**config.mk**
```make
export PLATFORM = sky130hd
export DESIGN_NAME = aud_i2s_player
export DESIGN_NICKNAME = d
export VERILOG_FILES = /design/src/rtl/aud_i2s_player.sv
export SDC_FILE = /design/constraint.sdc
export NUM_CORES = 1
export LEC_CHECK = 0
export BUFFER_PORTS_ARGS = -buffer_cell sky130_fd_sc_hd__buf_4
export CORE_UTILIZATION = 55
export CTS_CLUSTER_SIZE = 14
export DETAILED_ROUTE_END_ITERATION = 8
export HOLD_SLACK_MARGIN = 0.1
export PLACE_DENSITY_LB_ADDON = 0.05
export SYNTH_ARGS = -nofsm -noshare
export SYNTH_HDL_FRONTEND = slang
export SYNTH_SLANG_ARGS = --single-unit
```
**constraint.sdc**
```tcl
create_clock -name i_clk -period 2 [get_ports i_clk]
set_input_delay 0.3 -clock i_clk [delete_from_list [all_inputs] [get_ports i_clk]]
set_output_delay 0.3 -clock i_clk [all_outputs]
set_load 0.005 [all_outputs]
```
**src/rtl/aud_i2s_player.sv**
```systemverilog
// aud_i2s_player: serializes the AudDSP sample MSB-first onto the WM8731
// DACDAT pin in I2S format. BCLK and DACLRCK are asynchronous codec clocks
// that are synchronized and edge-detected on the system clock.
`timescale 1ns/1ps
module aud_i2s_player #(
   parameter int DATA_W      = 16,
   parameter int SYNC_STAGES = 2
) (
   input  logic              i_clk,
   input  logic              i_rst_n,
   input  logic              i_en,
   input  logic              i_bclk,
   input  logic              i_daclrck,
   input  logic [DATA_W-1:0] i_dac_data,
   output logic              o_aud_dacdat,
   output logic              o_sample_req,
   output logic              o_busy
);

   localparam int CNT_W  = $clog2(DATA_W);
   localparam int WARM_W = $clog2(SYNC_STAGES + 2);

   typedef enum logic [1:0] {ST_IDLE, ST_WAIT, ST_SEND} state_t;

   state_t              state, state_nxt;
   logic [DATA_W-1:0]   shift_reg, shift_nxt;
   logic [CNT_W-1:0]    bit_cnt, cnt_nxt;
   logic                dat_nxt;

   logic [SYNC_STAGES-1:0] bclk_sync, lr_sync;
   logic                   bclk_hist, lr_hist;
   logic [WARM_W-1:0]      warm_cnt;
   logic                   lr_armed;
   logic                   bclk_s, lr_s;
   logic                   bclk_fall, lr_edge, capture;

   assign bclk_s = bclk_sync[SYNC_STAGES-1];
   assign lr_s   = lr_sync[SYNC_STAGES-1];

   // LR edges are only trusted once the sync chain and history flop hold the
   // real pin level, so a DACLRCK level present at reset release is no edge.
   assign lr_armed  = (warm_cnt == WARM_W'(SYNC_STAGES + 1));
   assign bclk_fall = bclk_hist & ~bclk_s;
   assign lr_edge   = lr_armed & (lr_hist ^ lr_s);
   assign capture   = lr_edge & i_en;

   // Synchronizer chains, history flops and post-reset warm-up counter
   always_ff @(posedge i_clk or negedge i_rst_n) begin
      if (!i_rst_n) begin
         bclk_sync <= '0;
         lr_sync   <= '0;
         bclk_hist <= 1'b0;
         lr_hist   <= 1'b0;
         warm_cnt  <= '0;
      end else begin
         bclk_sync <= {bclk_sync[SYNC_STAGES-2:0], i_bclk};
         lr_sync   <= {lr_sync[SYNC_STAGES-2:0], i_daclrck};
         bclk_hist <= bclk_s;
         lr_hist   <= lr_s;
         if (!lr_armed)
            warm_cnt <= warm_cnt + 1'b1;
      end
   end

   // State register
   always_ff @(posedge i_clk or negedge i_rst_n) begin
      if (!i_rst_n)
         state <= ST_IDLE;
      else
         state <= state_nxt;
   end

   // Next state: a capture wins over a coincident BCLK fall, which gives the
   // one-BCLK I2S delay before the MSB.
   always_comb begin
      state_nxt = state;
      if (capture) begin
         state_nxt = ST_WAIT;
      end else if (bclk_fall) begin
         case (state)
            ST_WAIT: state_nxt = ST_SEND;
            ST_SEND: if (bit_cnt == '0) state_nxt = ST_IDLE;
            default: state_nxt = state;
         endcase
      end
   end

   // Output/datapath next values: load on capture, present one bit per fall
   always_comb begin
      shift_nxt = shift_reg;
      cnt_nxt   = bit_cnt;
      dat_nxt   = o_aud_dacdat;
      if (capture) begin
         shift_nxt = i_dac_data;
         cnt_nxt   = CNT_W'(DATA_W - 1);
      end else if (bclk_fall) begin
         case (state)
            ST_WAIT: dat_nxt = shift_reg[DATA_W-1];
            ST_SEND: begin
               if (bit_cnt != '0) begin
                  shift_nxt = {shift_reg[DATA_W-2:0], 1'b0};
                  dat_nxt   = shift_reg[DATA_W-2];
                  cnt_nxt   = bit_cnt - 1'b1;
               end else begin
                  dat_nxt = 1'b0;
               end
            end
            default: dat_nxt = 1'b0;
         endcase
      end
   end

   // Registered datapath and outputs
   always_ff @(posedge i_clk or negedge i_rst_n) begin
      if (!i_rst_n) begin
         shift_reg    <= '0;
         bit_cnt      <= '0;
         o_aud_dacdat <= 1'b0;
         o_sample_req <= 1'b0;
         o_busy       <= 1'b0;
      end else begin
         shift_reg    <= shift_nxt;
         bit_cnt      <= cnt_nxt;
         o_aud_dacdat <= dat_nxt;
         o_sample_req <= capture;
         o_busy       <= (state_nxt != ST_IDLE);
      end
   end

endmodule
```
==> results of run 1 <==
-- synthesized netlist by cell type, types with 5 or more instances --
master | count | share of area (%)
inv_1 | 6 | 1.4
clkbuf_1 | 10 | 2.4
ha_1 | 5 | 4.0
nand3_1 | 5 | 1.6
dfrtp_1 | 33 | 53
nor3_1 | 15 | 4.8
nand4_1 | 15 | 6.0
o21ai_0 | 21 | 6.7
a31oi_1 | 15 | 6.0
-- tightest hold or removal path, stage by stage --
cell,delay (ps)
buf_4,70
nand3_1,50
o21ai_0,60
-- logic make-up after synthesis --
group | Yosys count
and+or+nand+nor | 48
AOI/OAI and AO/OA | 43
DFF | 33
buffers and inverters | 20
adders and majority gates | 5
xor gates and xnor gates | 3
muxes | 2
-- cell type report --
class / count / share of cell area [%]
well taps: 30 / 2.01
repair buffers: 35 / 14.5
multi-input cells: 101 / 35.0
flip-flops and latches: 33 / 44.3
inverters: 6 / 1.21
clock buffers: 7 / 2.95
-- through the flow --
stage	instances	hold slack [ps]	instance area, um^2	utilization (%)
floorplan	154	4.41	1560	-
global placement	202	258	1780	68.6
detailed placement	202	263	1780	68.6
CTS	212	175	1860	71.9
global route	212	205	1860	71.9
finish	212	182	1860	71.9
-- worst paths after layout --
check	depth (start not counted)	start	to	slack [ps]
setup reg to reg	6	state[0]	bit_cnt[0]	290
hold reg to reg	0	lr_sync[0]	lr_sync[1]	360
min in group asynchronous	2	i_rst_n	lr_sync[0]	440
setup / recovery	6	state[0]	bit_cnt[0]	290
max in group asynchronous	2	i_rst_n	state[0]	1260
hold / removal	3	i_dac_data[0]	shift_reg[0]	180
-- timing repair --
action	4_1_cts	5_1_grt
setup endpoints to repair	0	0
endpoints found under the hold margin	35	0
hold buffers	3	0
-- layer usage --
metal  share of wire [%]  up-vias
met3                 6.0        6
met5                   0        -
met4                 1.3        0
met1                  43      654
li1                    -      638
met2                  50       52
-- power by group --
part	internal [uW]	total (uW)	switching, uW
Combinational	185	391	206
Sequential	797	877	80.0
Clock	166	375	209
==> results.md, run 1 <==
* Vias in the first global route at about 1400
* Final net count at around 210
* Initial antenna violation count at 0
* RSZ-0062 raised after global routing: false
* # IOs at 24
* Worst Setup Start Kind: flop
* CTS HTree Levels at 2
* Class of the worst hold path: in2reg
* DP Wirelength at 2.28 mm
* Crit. End Element: flop
* Post-Route WL at 3.49 mm
* WL/cell at 16.4 um
* Largest net degree at the start of global routing at 34
* Clk_lat worst skew at 330 ps
* Total CTS buffers at 5
* DP Worst Slack at 329 ps
* Row cnt at 18
* Critical path's top delay family: simple AND/OR/NAND/NOR gates
* Total power at between 1500 and 2000 uW
* Register area share after synthesis at 52.9%
* WP data arrival at 1970 ps
* DRC errors left at 0
* Max stage delay on crit path at 410 ps
* Area share of fa/ha/maj cells after synthesis at 4.01%
* Status: finished, final reports clean
* Register area at 826 um^2
* Met1 Usage GRT at 33.1%
* Placer Congestion at 0.766
* Die height at 55.3 um
* Number of enable flip-flop cells after synthesis at 0
* CTS root buffer: clkbuf_4
* Initial Util at 60.3%
* Post-Synthesis Cells at 154
* Post-CTS setup buffers at 0
* First-pass GRT wire length at 6.04 mm
* Compound-cell area share of the yosys netlist at 16.7%
* Post-synth ARST share at between 90% and 100%
* # setup viols final at 0
* PD cells at 882 nW/um^2
* Max clock buf depth at 2
* Period utilisation layout at 85.4%
* Core area at 2590 um^2
* GR Util All Layers at 25.1%
* Number of max-slew violations in the final report at 0
* #FFs+latches synth at 33
* Synthesized Nets at 180
* Xor and xnor area share after synthesis at 1.68%
* Routed Antenna Nets at 0
* Crit path buffers/inverters at 2
* CP Class: reg2reg
* Minimum clock period at 1710 ps
* Slew @ Worst Pin at 472 ps
* TritonRoute pass-1 iters at 6
* Syn-to-layout area delta at 19.3%
* Drt via density at 6.37
* Peak supply drop at 0.724 mV
* Via count at between 1000 and 1500
* Multi-input gate area at 652 um^2
* Mux cell area share after synthesis at approximately 1.4%
* Hold Vio Cnt, Final at 0
* Largest family of logic cells by synthesized area: simple AND/OR/NAND/NOR gates
* P_leak at 0.000763 uW
* Sum of negative setup slack at 0 ps
* Synth Area per Inst at 10.1 um^2
* Cells along the critical path: inv_1 > ha_1 > nand3b_1 > buf_4 > or3_1 > nand3_1
* Max Freq at a little under 600 MHz
* Initial DRC Count at 47
* Clock sinks at 33
* Grt met3 use at 6.79%
* Setup WS post-layout at 291 ps
* Relative slew slack at 68.5%
* Max FFs per register at 16
* Worst endpoint required time at ~2300 ps
* Grt met2 use at 38.4%
* CTS tree: built
* YS warnings at 0
* Clock-pin slew on the worst setup and hold paths at 90 ps
* Commonest non-fill, non-tap cell in the layout: dfrtp_1
* Most frequent cells in the layout: dfrtp_1 (33), buf_4 (32), o21ai_0 (21)
* Total gr overflow at 0
* Syn Std Cell Area at 1560 um^2
* DIE AREA at 3060 um^2
* Netlist cell types at 31
* Max Cap Viol at 0
* Setup Skew at 9.37 ps
* Share of layout cells above drive strength 1 at 22.0%
* GRT busiest layer: met2
* Most common flop cell mapped by yosys: dfrtp_1
* Worst path slowest cell: dfrtp_1
* Worst Path Max Fanout at 12
* Fill cells at 199
* Post-cts repair resize count at 0
* Post-Synth Simple-Gate Area at a little under a fifth
* Port Buffers at 23
* Die Width at 55.3 um
* N_diodes at 0
No activity file was read; power rests on OpenSTA's default activity.
==> inputs of run 2 (changes only) <==
- ABC_AREA: not set -> 1
==> results.md, run 2 <==
* Syn-to-layout area delta at 14.9%
* Total gr overflow at 0 (unchanged)
* Most frequent cells in the layout: nand2_1 (103), dfrtp_1 (33), buf_4 (24)
* Max clock buf depth at 2 (unchanged)
* Cells along the critical path: ha_1 > nand2_1 > inv_2 > nand3_4 > nand2_4 > inv_4 > nand2_1 > nand2_1
* GR Util All Layers at 22.2% (-3.0 points)
* Period utilisation layout at 86.0% (+0.59 points)
* Share of the synthesized area in the top cell type at 51.0% (-1.9 points)
* Internal power at 1110 uW (-3.6%)
* RSZ-0062 raised after global routing: false
* Post-CTS setup buffers at 0 (unchanged)
* Die height at 56.3 um (+1.8%)
* Hold Vio Cnt, Final at 0 (unchanged)
* Clock sinks at 33 (unchanged)
* WP data arrival at 1940 ps (-30 ps)
* Yosys top cell by area: dfrtp_1
* Reg power frac at 53.8% (+0.4 points)
* Netlist cell types at 23 (-26%)
* Logic pwr share at 24.9% (+1.1 points)
* Register area share after synthesis at 51.0% (-1.9 points)
* Class of the worst hold path: in2reg
* WL/cell at 12.1 um (-26%)
* Synth Area per Inst at 8.10 um^2 (-20%)
* Max stage delay on crit path at 390 ps (-20 ps)
* Hold slack at 179 ps (-3.64 ps)
* Row cnt at 19 (+1)
* Post-Route WL at 3.12 mm (-10%)
* Register area at 826 um^2 (unchanged)
* Multi-input gate area at 687 um^2 (+5.4%)
* Setup Skew at 11.2 ps (+1.87 ps)
* Synthesized Nets at 226 (+26%)
* Via count at 1345 (-0.37%)
* Post-synth ARST share at 100% (unchanged)
* Worst Path Max Fanout at 23 (+11)
* Initial antenna violation count at 0 (unchanged)
* Minimum clock period at 1720 ps (+11.8 ps)
* Most frequent cell after synthesis: nand2_1
* Vias in the first global route at 1321 (-2.4%)
* Die Width at 56.3 um (+1.8%)
* NetSw at 517 uW (+4.4%)
* First-pass GRT wire length at 5.38 mm (-11%)
* Number of enable flip-flop cells after synthesis at 0 (unchanged)
* Crit. End Element: flop
* Routed Antenna Nets at 0 (unchanged)
* Worst Setup Start Kind: flop
* DRC errors left at 0 (unchanged)
* DIE AREA at 3170 um^2 (+3.6%)
* Slew @ Worst Pin at 415 ps (-57.2 ps)
* Commonest non-fill, non-tap cell in the layout: nand2_1
* Critical path's top delay family: simple AND/OR/NAND/NOR gates
* Number of max-slew violations in the final report at 0 (unchanged)
* CP dominant cell by count: nand2_1
* Share of layout cells above drive strength 1 at 16.3% (-5.7 points)
* Initial DRC Count at 37 (-21%)
* CTS root buffer: clkbuf_4
* CTS HTree Levels at 2 (unchanged)
* N_diodes at 0 (unchanged)
* Max Freq at 581 MHz (-0.68%)
* Relative slew slack at 72.4% (+3.9 points)
* Sw Ratio at 31.9% (+1.7 points)
* Worst path slowest cell: dfrtp_1
* Fill cells at 240 (+21%)
* Max Cap Viol at 0 (unchanged)
* Synth cell count leaders: nand2_1 (103), dfrtp_1 (33), nand4_1 (15), inv_1 (11)
* DP Wirelength at 2.06 mm (-9.4%)
* TritonRoute pass-1 iters at 4 (-2)
* Post-cts repair resize count at 0 (unchanged)
* Post-Synthesis Cells at 200 (+30%)
* CP Class: reg2reg
* Sum of negative setup slack at 0 ps (unchanged)
* Largest net degree at the start of global routing at 34 (unchanged)
* Met1 Usage GRT at 26.1% (-7.1 points)
* GRT busiest layer: met2
* Syn Std Cell Area at 1620 um^2 (+3.8%)
* # IOs at 24 (unchanged)
* Port Buffers at 23 (unchanged)
* Most common flop cell mapped by yosys: dfrtp_1
* Area contributors post-synth: dfrtp_1 (51%), nand2_1 (24%), nand4_1 (5.8%)
* Clock power share at 21.4% (-1.4 points)
* P_leak at 0.00103 uW (+35%)
* Placer Congestion at 0.725 (-5.3%)
* #FFs+latches synth at 33 (unchanged)
* Clk_lat worst skew at 330 ps (about the same)
* Grt met2 use at 38.1% (-0.29 points)
* Status: finished, final reports clean
* Peak supply drop at 0.640 mV (-12%)
* Total CTS buffers at 5 (unchanged)
* PD cells at 872 nW/um^2 (-1.1%)
* Final net count at 252 (+21%)
* Core area at 2780 um^2 (+7.4%)
* Drt via density at 5.21 (-18%)
* # setup viols final at 0 (unchanged)
* Worst endpoint required time at 2220 ps (-40 ps)
* Initial Util at 58.3% (-2.0 points)
* Clock-pin slew on the worst setup and hold paths at 100 ps (about the same)
* Max FFs per register at 16 (unchanged)
* CTS tree: built
* Grt met3 use at 4.84% (-2.0 points)
* Crit path buffers/inverters at 2 (unchanged)
* YS warnings at 0 (unchanged)
run 2: changes by cell type in the layout (fill, tap and decap cells not counted), sizes merged, moves of 5 or more:
cell / before / now
a31oi: 15 / 0
nor2: 0 / 5
inv: 6 / 13
nand2: 2 / 106
nor3: 15 / 0
o21ai: 21 / 4
buf: 32 / 24
run 2: area by class of cell:
| class | count | area share [%] |
|---|---|---|
| Sequential cell | 33 | 44.4 |
| Multi-Input combinational cell | 146 | 36.9 |
| Timing Repair Buffer | 27 | 11.3 |
| Inverter | 13 | 2.76 |
| Clock buffer | 8 | 2.62 |
| Tap cell | 31 | 2.08 |
run 2: layer usage:
layer / routed length [um] / share of wire [%] / vias to the layer above
li1: - / - / 683
met1: 1460 / 47 / 631
met2: 1520 / 48 / 25
met3: 98 / 3.1 / 6
met4: 47 / 1.5 / 0
met5: 0 / 0 / -
run 2: kinds of logic after synthesis:
family                     Yosys count  synth area share [%]
AOI/OAI and AO/OA                    5                  1.54
xor gates and xnor gates             1                 0.541
adders and majority gates            5                  3.86
buffers and inverters               21                  6.64
DFF                                 33                  51.0
muxes                                1                 0.695
and+or+nand+nor                    134                  35.8
run 2: path summary, 6_finish.rpt:
kind | startpoint | to | slack (ps) | cells past startpoint
setup / recovery | warm_cnt[0] | shift_reg[2] | 280 | 8
hold / removal | i_dac_data[0] | shift_reg[0] | 180 | 3
setup reg to reg | warm_cnt[0] | shift_reg[2] | 280 | 8
hold reg to reg | lr_sync[0] | lr_sync[1] | 360 | 0
max in group asynchronous | i_rst_n | lr_sync[1] | 1260 | 2
min in group asynchronous | i_rst_n | o_sample_req | 440 | 2
run 2: tightest hold or removal path, stage by stage:
cell and delay (ps):
buf_4 80, nand2_1 40, nand2_1 60
run 2: power groups by stage:
stage | logic (uW) | registers (uW) | clock network (uW)
final | 404 | 872 | 347
after global routing | 475 | 889 | 383
after CTS | 407 | 870 | 362
after detailed placement | 399 | 883 | 0
after global placement | 381 | 876 | 0
after floorplan | 299 | 863 | 0
run 2: stage by stage:
step / worst slack, ps / cell area (um^2) / utilization, % / power, uW / std cells
final: 280 / 1860 / 66.9 / 1620 / 258
after global routing: 139 / 1860 / 66.9 / 1750 / 258
after CTS: 273 / 1860 / 66.9 / 1640 / 258
after detailed placement: 291 / 1780 / 64.1 / 1280 / 247
after global placement: 384 / 1780 / 64.1 / 1260 / 247
after floorplan: 679 / 1620 / - / 1160 / 200
run 2: timing repair:
item                                    CTS  global route
endpoints found under the setup margin    0             0
hold endpoints to repair                 35             0
hold buffers                              3             0
==> inputs of run 3 (changes only) <==
- ABC_AREA: 1 -> not set
- BUFFER_PORTS_ARGS: -buffer_cell sky130_fd_sc_hd__buf_4 -> not set
- CORE_UTILIZATION: 55 -> 61
- DONT_BUFFER_PORTS: not set -> 1
==> results.md, run 3 (synthesis results as in run 1) <==
* Status: finished, final reports clean
* GR Util All Layers at 30.2% (+8.0 points)
* Worst Setup Start Kind: flop
* Reg2Reg Depth at 6 (-2)
* WL/cell at 18.4 um (+52%)
* Initial DRC Count at 56 (+51%)
* P_leak at 0.000662 uW (-36%)
* Total CTS buffers at 5 (unchanged)
* Commonest non-fill, non-tap cell in the layout: dfrtp_1
* Initial antenna violation count at 0 (unchanged)
* Number of max-slew violations in the final report at 0 (unchanged)
* First-pass GRT wire length at 5.75 mm (+6.9%)
* NetSw at 486 uW (-6.1%)
* Hold Vio Cnt, Final at 0 (unchanged)
* Initial Util at 67.4% (+9.1 points)
* Drt via density at 6.91 (+33%)
* Max Freq at 583 MHz (+0.34%)
* CTS Hold Buffers Added at 4 (+1)
* DIE AREA at 2770 um^2 (-13%)
* Vias in the first global route at 1226 (-7.2%)
* Setup crit end: shift_reg[8]
* N_diodes at 0 (unchanged)
* Die Width at 52.6 um (-6.5%)
* Row cnt at 17 (-2)
* Post-Route WL at 3.46 mm (+11%)
* # IOs at 24 (unchanged)
* Crit. End Element: flop
* Worst endpoint required time at 2250 ps (+30 ps)
* Slew @ Worst Pin at 632 ps (+218 ps)
* Peak supply drop at 0.760 mV (+19%)
* Largest net degree at the start of global routing at 34 (unchanged)
* Core area at 2320 um^2 (-17%)
* Routed Antenna Nets at 0 (unchanged)
* Max clock buf depth at 2 (unchanged)
* R2R Path End: shift_reg[8]
* Period utilisation layout at 85.7% (-0.29 points)
* TritonRoute pass-1 iters at 4 (unchanged)
* Via count at 1300 (-3.3%)
* CTS root buffer: clkbuf_4
* Setup Skew at 13.6 ps (+2.39 ps)
* Worst Path Max Fanout at 9 (-61%)
* Reg power frac at 56.9% (+3.1 points)
* Sum of negative setup slack at 0 ps (unchanged)
* CTS HTree Levels at 2 (unchanged)
* Relative slew slack at 57.7% (-15 points)
* Post-CTS setup buffers at 0 (unchanged)
* Logic pwr share at 22.0% (-2.9 points)
* Total power at 1550 uW (-4.6%)
* # setup viols final at 0 (unchanged)
* Sw Ratio at 31.4% (-0.50 points)
* Die height at 52.6 um (-6.5%)
* RR Startpoint: bit_cnt[0]
* CP Class: reg2reg
* Max FFs per register at 16 (unchanged)
* Internal power at 1060 uW (-3.9%)
* Clk_lat worst skew at 330 ps (about the same)
* Syn-to-layout area delta at 9.05%
* PD cells at 909 nW/um^2 (+4.3%)
* Share of layout cells above drive strength 1 at 11.9% (-4.4 points)
* Max Cap Viol at 0 (unchanged)
* Clock power share at 21.0% (-0.4 points)
* Setup slack, reg-to-reg at 290 ps (about the same)
* RSZ-0062 raised after global routing: false
* Port Buffers at 0 (-100%)
* Final net count at 187 (-26%)
* Critical Path Source: bit_cnt[0]
* DRC errors left at 0 (unchanged)
* Clock sinks at 33 (unchanged)
* Minimum clock period at 1710 ps (-5.75 ps)
* Class of the worst hold path: in2reg
* WP data arrival at 1960 ps (+20 ps)
* Hold Crit Start: i_dac_data[0]
* Hold slack at 107 ps (-71.6 ps)
* DP Wirelength at 2.26 mm (+9.5%)
* Total gr overflow at 0 (unchanged)
* Most frequent cells in the layout: dfrtp_1 (33), o21ai_0 (21), nand4_1 (15), nor3_1 (15), a31oi_1 (15)
* CTS tree: built
* Placer Congestion at 0.739 (+1.8%)
* Clock-pin slew on the worst setup and hold paths at 100 ps (about the same)
* Post-cts repair resize count at 0 (unchanged)
run 3: cell count changes in the layout (fill, tap and decap cells not counted), sizes merged, moves of 3 or more:
cell	previous run	this run
a31oi	0	15
inv	13	6
nor3	0	15
buf	24	11
nor2	5	0
clkbuf	8	5
o21ai	4	21
nand2	106	2
run 3: worst min path at each step:
stage,endpoint,slack (ps),depth (start not counted)
floorplan,bclk_hist,4,0
global placement,o_busy,5,0
detailed placement,o_busy,5,0
CTS,shift_reg[0],100,2
global route,shift_reg[0],100,2
finish,shift_reg[0],110,2
run 3: worst max-delay path, cell delays in order, from the launching register on:
cell and delay (ps):
dfrtp_1 410, inv_1 70, ha_1 190, nor3b_1 420, buf_4 240, o21ai_0 120, a31oi_1 200
run 3: metal layers:
layer	track usage [%]	wire [um]
met5	0	0
met4	11.4	39
met3	8.41	221
met2	48.1	1690
met1	39.0	1510
run 3: power groups by stage:
stage	Sequential, uW	Clock [uW]	Combinational, uW
after floorplan	868	0	241
after global routing	896	361	386
final	882	326	341
after CTS	879	336	339
after global placement	885	0	294
after detailed placement	892	0	315
run 3: cell type report:
type                    count  area [um^2]
clock inverters             1         5.00
inverters                   6         22.5
fillers                   171          616
well taps                  28         35.0
multi-input cells         101          652
flip-flops and latches     33          826
clock buffers               5         37.5
repair buffers             14          125
run 3: stage by stage:
stage	instance area (um^2)	utilization, %	std cells	setup slack (ps)
after floorplan	1560	-	154	325
after global placement	1610	69.5	178	398
after detailed placement	1610	69.5	178	345
after CTS	1700	73.4	188	308
after global routing	1700	73.4	188	156
final	1700	73.4	188	285
